**config.mk**
```make
export PLATFORM = sky130hd
export DESIGN_NAME = wash_cycle_controller
export DESIGN_NICKNAME = d
export VERILOG_FILES = /design/src/rtl/wash_cycle_controller.sv
export SDC_FILE = /design/constraint.sdc
export NUM_CORES = 1
export LEC_CHECK = 0
export CAP_MARGIN = 20
export CORE_MARGIN = 5
export CORE_UTILIZATION = 52
export DETAILED_ROUTE_END_ITERATION = 10
export GPL_TIMING_DRIVEN = 0
export PLACE_DENSITY = 0.77
export SYNTH_ARGS = -nofsm -noshare
export SYNTH_HDL_FRONTEND = slang
export SYNTH_SLANG_ARGS = --single-unit
```
**constraint.sdc**
```tcl
create_clock -name CLK -period 2.1 [get_ports CLK]
set_input_delay 0.42 -clock CLK [delete_from_list [all_inputs] [get_ports CLK]]
set_output_delay 0.42 -clock CLK [all_outputs]
set_load 0.005 [all_outputs]
```
**src/rtl/wash_cycle_controller.sv**
```systemverilog
// Wash program sequencer: FILL -> WASH -> DRAIN -> SPIN per pass, then DONE.
// Moore outputs change on the edge entering a state. FAULT holds until Reset.
module wash_cycle_controller #(
  parameter int CNT_W      = 10,
  parameter int FILL_MAX   = 1000,
  parameter int WASH_MAX   = 1000,
  parameter int DRAIN_MAX  = 1000,
  parameter int SPIN_TICKS = 500,
  parameter int RINSES     = 1
) (
  input  logic       CLK,
  input  logic       Reset,
  input  logic       StartBtn,
  input  logic       DoorClosed,
  input  logic       WaterFull,
  input  logic       WaterEmpty,
  input  logic       WashDone,
  output logic       WashStart,
  output logic       FillValve,
  output logic       DrainPump,
  output logic       SpinMotor,
  output logic       DoorLock,
  output logic       Done,
  output logic       Fault,
  output logic [2:0] State
);

  localparam logic [2:0] S_IDLE  = 3'd0;
  localparam logic [2:0] S_FILL  = 3'd1;
  localparam logic [2:0] S_WASH  = 3'd2;
  localparam logic [2:0] S_DRAIN = 3'd3;
  localparam logic [2:0] S_SPIN  = 3'd4;
  localparam logic [2:0] S_DONE  = 3'd5;
  localparam logic [2:0] S_FAULT = 3'd6;

  localparam logic [CNT_W-1:0] FILL_LIM  = CNT_W'(FILL_MAX - 1);
  localparam logic [CNT_W-1:0] WASH_LIM  = CNT_W'(WASH_MAX - 1);
  localparam logic [CNT_W-1:0] DRAIN_LIM = CNT_W'(DRAIN_MAX - 1);
  localparam logic [CNT_W-1:0] SPIN_LIM  = CNT_W'(SPIN_TICKS - 1);
  localparam logic [3:0]       RINSES_V  = 4'(RINSES);

  logic [2:0]       state, next_state;
  logic [CNT_W-1:0] timer;
  logic [3:0]       pass;

  // State register, phase timer and pass counter
  always_ff @(posedge CLK) begin
    if (Reset) begin
      state <= S_IDLE;
      timer <= '0;
      pass  <= '0;
    end else begin
      state <= next_state;
      if (next_state != state)
        timer <= '0;
      else if (timer != '1)
        timer <= timer + 1'b1;
      if (state == S_IDLE && next_state == S_FILL)
        pass <= '0;
      else if (state == S_SPIN && next_state == S_FILL)
        pass <= pass + 4'd1;
    end
  end

  always_comb begin
    next_state = state;
    case (state)
      S_IDLE: begin
        if (StartBtn && DoorClosed) next_state = S_FILL;
      end
      S_FILL: begin
        if (!DoorClosed)            next_state = S_FAULT;
        else if (WaterFull)         next_state = S_WASH;
        else if (timer == FILL_LIM) next_state = S_FAULT;
      end
      S_WASH: begin
        if (!DoorClosed)            next_state = S_FAULT;
        else if (WashDone)          next_state = S_DRAIN;
        else if (timer == WASH_LIM) next_state = S_FAULT;
      end
      S_DRAIN: begin
        if (!DoorClosed)             next_state = S_FAULT;
        else if (WaterEmpty)         next_state = S_SPIN;
        else if (timer == DRAIN_LIM) next_state = S_FAULT;
      end
      S_SPIN: begin
        if (!DoorClosed)
          next_state = S_FAULT;
        else if (timer == SPIN_LIM)
          next_state = (pass < RINSES_V) ? S_FILL : S_DONE;
      end
      S_DONE:  next_state = S_IDLE;
      S_FAULT: next_state = S_FAULT;
      default: next_state = S_IDLE;
    endcase
  end

  always_comb begin
    WashStart = 1'b0;
    FillValve = 1'b0;
    DrainPump = 1'b0;
    SpinMotor = 1'b0;
    DoorLock  = 1'b0;
    Done      = 1'b0;
    Fault     = 1'b0;
    case (state)
      S_FILL: begin
        FillValve = 1'b1;
        DoorLock  = 1'b1;
      end
      S_WASH: begin
        WashStart = 1'b1;
        DoorLock  = 1'b1;
      end
      S_DRAIN: begin
        DrainPump = 1'b1;
        DoorLock  = 1'b1;
      end
      S_SPIN: begin
        SpinMotor = 1'b1;
        DrainPump = 1'b1;
        DoorLock  = 1'b1;
      end
      S_DONE: Done = 1'b1;
      S_FAULT: begin
        // Keep pumping and locked until the drum is confirmed empty
        Fault     = 1'b1;
        DrainPump = ~WaterEmpty;
        DoorLock  = ~WaterEmpty;
      end
      default: ;
    endcase
  end

  assign State = state;

endmodule

```
## Yosys cells after proc, flatten, opt, wreduce, memory -nomap -nowiden

Index checks and enable logic that the tools add are counted.

| operators by class | value |
|---|---|
| $add $sub $neg | 2 |
| $mul | 0 |
| divide/modulo/power cells | 0 |
| order comparisons | 1 |
| eq/ne operators | 11 |
| shift-type cells | 0 |
| muxes and demuxes | 19 |
| bitwise gates (word level) | 1 |
| reduce and logical (&&, ||, !) cells | 8 |

Operators by type and width:

| cell | number |
|---|---|
| 3-bit 2-to-1 mux | 11 |
| 3-bit one-hot mux with 6 select lines | 1 |
| 10-bit by 1-bit adder with 10-bit output (second input constant) | 1 |
| 10-bit == test (second input constant) | 1 |
| 10-bit by 9-bit == test with 1-bit output (second input constant) | 1 |
| 10-bit inequality test (second input constant) | 1 |
| 3-bit == test (second input constant) | 3 |
| 3-bit by 1-bit == test with 1-bit output (second input constant) | 2 |
| 3-bit by 2-bit == test with 1-bit output (second input constant) | 2 |
| 2-bit OR reduction | 3 |
| 1-bit 2-to-1 mux | 5 |
| 4-bit by 1-bit adder with 4-bit output (second input constant) | 1 |
| 4-bit by 1-bit < comparator with 1-bit output (second input constant) | 1 |
| 1-bit one-hot mux with 2 select lines | 2 |
| 4-bit OR reduction | 1 |
| 1-bit logical AND | 3 |
| 3-bit logical NOT | 1 |
| 3-bit inequality test | 1 |
| 1-bit inverter | 1 |

| word-level totals | value |
|---|---|
| register bits after elaboration | 17 |
| bits in latches | 0 |
| bits in writable memories | 0 |
| ROM bits | 0 |
| bits of input ports | 7 |
| output and inout port bits | 10 |
| logic and storage cells | 45 |
| memories | 0 |

## Longest topological paths before layout

| depth | value |
|---|---|
| depth after elaboration | 8 |
| gate-level depth with buffers | 7 |
| mapped depth without buffers | 7 |

## Least setup slack after synthesis

Ideal clock, no wire load.

| path | value |
|---|---|
| path type | register to output |
| start | register state[1], in the netlist State[1] |
| end | output DoorLock |
| data arrival time | 1.202 ns |
| data required time | 1.680 ns |
| slack | 0.478 ns |
| stages on the path, launching flop included | 6 |
| buffers on the path | 1 |
| path through | dfxtp_1 > buf_4 > nand2_2 > nand3b_1 > o21ai_0 > or3_1 |

| on the way | value |
|---|---|
| cells in the longest elaborated chain, start to end | 3 |
| elaborated cells on any way between the ends | 7 |
| classes of those cells | eq/ne: 5; mux: 1; reduce/logical: 1 |

Ends and longest elaborated chain:

| element | line | source |
|---|---|---|
| from (decl) | 42 | `logic [2:0] state, next_state;` |
| from (signal assigned) | 53 | `state <= next_state;` |
| 3-bit == test (tied with other cells) | 106 | `case (state)` |
| 4-bit OR reduction (no line) | -- |  |
| 1-bit one-hot mux with 2 select lines * | 106 |  |
| to (decl) | 22 | `output logic DoorLock,` |

Every way passes the cells marked *; elsewhere a longest branch is shown, timed or not.

## Worst setup path in the final report

| path | value |
|---|---|
| start | register state[2], in the netlist State[2] |
| end | output Fault |

| on the way | value |
|---|---|
| cells in the longest elaborated chain, start to end | 2 |

Ends and longest elaborated chain:

| element | line | source |
|---|---|---|
| 3-bit == test | 106 |  |
| 1-bit 2-to-1 mux | 106 |  |
| to (decl) | 24 | `output logic Fault,` |

Every way passes these cells.

==> impl_metrics.sql <==
INSERT INTO impl_metrics (metric_group, metric, value, unit) VALUES
('outcome', 'result_of_the_run', 'completed', ''),
('grt', 'grtUsageMet3', '0.0464', ''),
('sta', 'clock_skew', '0.000773', 'ns'),
('job', 'max_cap_violations', '0', ''),
('clock_network', 'clk_root_buffer_cell', 'sky130_fd_sc_hd__clkbuf_4', ''),
('clock_network', 'number_of_levels_the_h_tree_was_split_into', '1', ''),
('finish', 'antenna_cells_inserted', '0', ''),
('yosys', 'synth_xor_xnor_area_share', '0.0318', ''),
('critical_path', 'critical_path_required', '1.68', 'ns'),
('placed_design', 'postPlaceCellArea', '1290', 'um^2'),
('sta', 'max_freq', '495', 'MHz'),
('finish', 'instances_no_fill', '182', ''),
('critical_path', 'critPathSlowestCell', 'sky130_fd_sc_hd__clkdlybuf4s50_1', ''),
('sta', 'timing_worst_slew_pin_value', '0.449', 'ns'),
('yosys', 'postSynth.asyncResetShare', '0', ''),
('power_and_ir_drop', 'pwr-share-seq', '0.389', ''),
('placed_design', 'placement.io_buffers', '15', ''),
('grt', 'grt_pass1_vias', '964', ''),
('floorplan', 'effective_utilization_at_floorplan', '0.556', ''),
('finish', 'layout.cells.most_common', 'sky130_fd_sc_hd__dfxtp_1', ''),
('yosys', 'synth.yosys.warnings', '0', ''),
('yosys', 'complex_gate_fraction_of_the_synthesized_area', '0.187', ''),
('drt', 'routed-via-count', '1050', ''),
('sta', 'timing.max_slew.rel_slack', '0.698', ''),
('yosys', 'syn-mean-instance-area', '8.29', 'um^2'),
('floorplan', 'design.core.area', '1980', 'um^2'),
('floorplan', 'die-area', '3140', 'um^2'),
('yosys', 'synth_mux_area_frac', '0.0636', ''),
('floorplan', 'core_rows', '16', ''),
('yosys', 'ys_dominant_reg_cell', 'sky130_fd_sc_hd__dfxtp_1', ''),
('drt', 'drcViolationCount', '0', ''),
('critical_path', 'worst_setup_path_start_kind', 'flop', ''),
('critical_path', 'cp-endpoint', 'Fault', ''),
('grt', 'grt_use_met2', '0.267', ''),
('power_and_ir_drop', 'totalPowerFinal', '970', 'uW'),
('yosys', 'synth_simple_gate_area_frac', '0.316', ''),
('critical_path', 'timing.reg2reg.worst_path_depth', '6', ''),
('power_and_ir_drop', 'sw_frac_of_total', '0.358', ''),
('placed_design', 'dp_hpwl', '1850', 'um'),
('grt', 'grt_max_degree', '11', ''),
('power_and_ir_drop', 'clock_power_share', '0.180', ''),
('critical_path', 'worstReg2RegEnd', 'pass[0]$_SDFFE_PP0P_', ''),
('power_and_ir_drop', 'pwr-share-comb', '0.431', ''),
('grt', 'total_global_routing_track_utilization', '0.161', ''),
('finish', 'most-common-layout-cells', '14 x sky130_fd_sc_hd__dfxtp_1, 13 x sky130_fd_sc_hd__nor3_1, 12 x sky130_fd_sc_hd__clkdlybuf4s50_1, 11 x sky130_fd_sc_hd__nor2_1, 9 x sky130_fd_sc_hd__inv_1', ''),
('finish', 'flow.area_growth_from_synthesis', '25.8', '%'),
('yosys', 'number_of_instances_in_the_synthesized_netlist', '133', ''),
('finish', 'postLayoutCellArea', '1390', 'um^2'),
('placed_design', 'finalWeightedCongestion', '0.870', ''),
('critical_path', 'arrival', '1.60', 'ns'),
('finish', 'drive_gt1_frac', '0.181', ''),
('yosys', 'ys_seq_elements', '17', ''),
('yosys', 'synth.distinct_cells', '39', ''),
('power_and_ir_drop', 'vdd_ir_drop_max', '0.413', 'mV'),
('sta', 'worst_slack', '0.0785', 'ns'),
('floorplan', 'top_level_ports', '17', ''),
('yosys', 'syn-cell-area', '1100', 'um^2'),
('drt', 'routed_wl_per_cell', '13.7', 'um'),
('sta', 'grt_setup_unrepaired', 'false', ''),
('finish', 'fin_nets', '166', ''),
('yosys', 'mappedNetlistNets', '143', ''),
('power_and_ir_drop', 'leakage', '0.504', 'nW'),
('sta', 'total_negative_slack', '0', 'ns'),
('critical_path', 'critical_path.max_fanout', '10', ''),
('yosys', 'dominant_combinational_cell_family_by_area_after_synthesis', 'simple AND/OR/NAND/NOR gates', ''),
('critical_path', 'rrSetupSlack', '0.19', 'ns'),
('grt', 'antenna_violations_before_repair', '0', ''),
('yosys', 'share_of_synthesized_area_occupied_by_flip_flops_and_latches', '0.309', ''),
('drt', 'postRouteAntennaNets', '0', ''),
('clock_network', 'tritoncts', 'yes', ''),
('grt', 'wire_length_of_the_first_global_routing_pass', '4250', 'um');
[area by class of cell]
type	count	area, um^2	area share
multi-input combinational	101	716	0.516
sequential	17	349	0.252
timing repair buffer	18	173	0.125
buffer	5	47.5	0.0343
inverter	10	41.3	0.0298
tap	27	33.8	0.0244
clock buffer	4	26.3	0.0190
[state kept, by name (all words and copies together), names as in the netlist]
register  count
pass          4
timer        10
State         3
[power by group through the flow]
| stage | sequential (mW) | clock, mW | combinational, mW |
|---|---|---|---|
| floorplan | 0.375 | 0 | 0.227 |
| global placement | 0.377 | 0 | 0.366 |
| CTS | 0.377 | 0.177 | 0.396 |
| detailed placement | 0.379 | 0 | 0.373 |
| global route | 0.381 | 0.191 | 0.457 |
| finish | 0.377 | 0.175 | 0.418 |
[how the worst min path moves through the flow]
stage	endpoint	from	cells after the start
floorplan	pass[3]$_SDFFE_PP0P_	pass[3]$_SDFFE_PP0P_	2
global placement	pass[3]$_SDFFE_PP0P_	pass[3]$_SDFFE_PP0P_	2
detailed placement	pass[3]$_SDFFE_PP0P_	pass[3]$_SDFFE_PP0P_	2
CTS	pass[3]$_SDFFE_PP0P_	pass[3]$_SDFFE_PP0P_	2
global route	pass[3]$_SDFFE_PP0P_	pass[3]$_SDFFE_PP0P_	2
finish	pass[3]$_SDFFE_PP0P_	pass[3]$_SDFFE_PP0P_	2
[worst max-delay path: cells and delay by family, from the launching register on]
| kind | cells | cell delay, ns |
|---|---|---|
| AND/OR/NAND/NOR | 1 | 0.13 |
| flip-flops | 1 | 0.38 |
| buffers and inverters | 3 | 0.81 |
[what timing repair did]
action | 4_1_cts | 5_1_grt
setup buffers | 1 | 2
pin swaps | 3 | 1
cloned | 0 | 0
gates resized for setup | 13 | 9
hold buffers | 0 | 0
setup endpoints to repair | 4 | 4
[metal layers]
metal / wire, um / vias up / part of all wire
met3: 123 / 4 / 0.049
met2: 1140 / 24 / 0.46
met4: 20 / 0 / 0.0080
met5: 0 / - / 0
li1: - / 527 / -
met1: 1210 / 495 / 0.48
[cell families (layout without fill, tap and decap cells)]
family,Yosys count,after routing
and+or+nand+nor,62,62
muxes,7,7
AOI/OAI and AO/OA,25,25
buffers and inverters,15,37
adders and majority gates,3,3
xor gates and xnor gates,4,4
DFF,17,17
[Yosys cell counts (3+ instances only)]
master / number / area (um^2)
sky130_fd_sc_hd__inv_1: 10 / 37.5
sky130_fd_sc_hd__nand2b_1: 8 / 50.1
sky130_fd_sc_hd__nor3_2: 3 / 30.0
sky130_fd_sc_hd__dfxtp_1: 17 / 340
sky130_fd_sc_hd__nand3_1: 5 / 25.0
sky130_fd_sc_hd__nand3b_1: 3 / 22.5
sky130_fd_sc_hd__a21oi_1: 4 / 20.0
sky130_fd_sc_hd__xnor2_1: 3 / 26.3
sky130_fd_sc_hd__ha_1: 3 / 37.5
sky130_fd_sc_hd__buf_2: 3 / 15.0
sky130_fd_sc_hd__mux2i_1: 7 / 70.1
sky130_fd_sc_hd__o21ai_0: 5 / 25.0
sky130_fd_sc_hd__nor3_1: 13 / 65.1
sky130_fd_sc_hd__nor2_1: 12 / 45.0
sky130_fd_sc_hd__nand2_1: 6 / 22.5
[through the flow]
step	hold WS, ns	util
final	0.436	0.699
after detailed placement	0.429	0.649
after CTS	0.444	0.681
after global routing	0.469	0.699
after global placement	0.413	0.649
after floorplan	0.404	-
No activity file was read; power rests on OpenSTA's default activity.
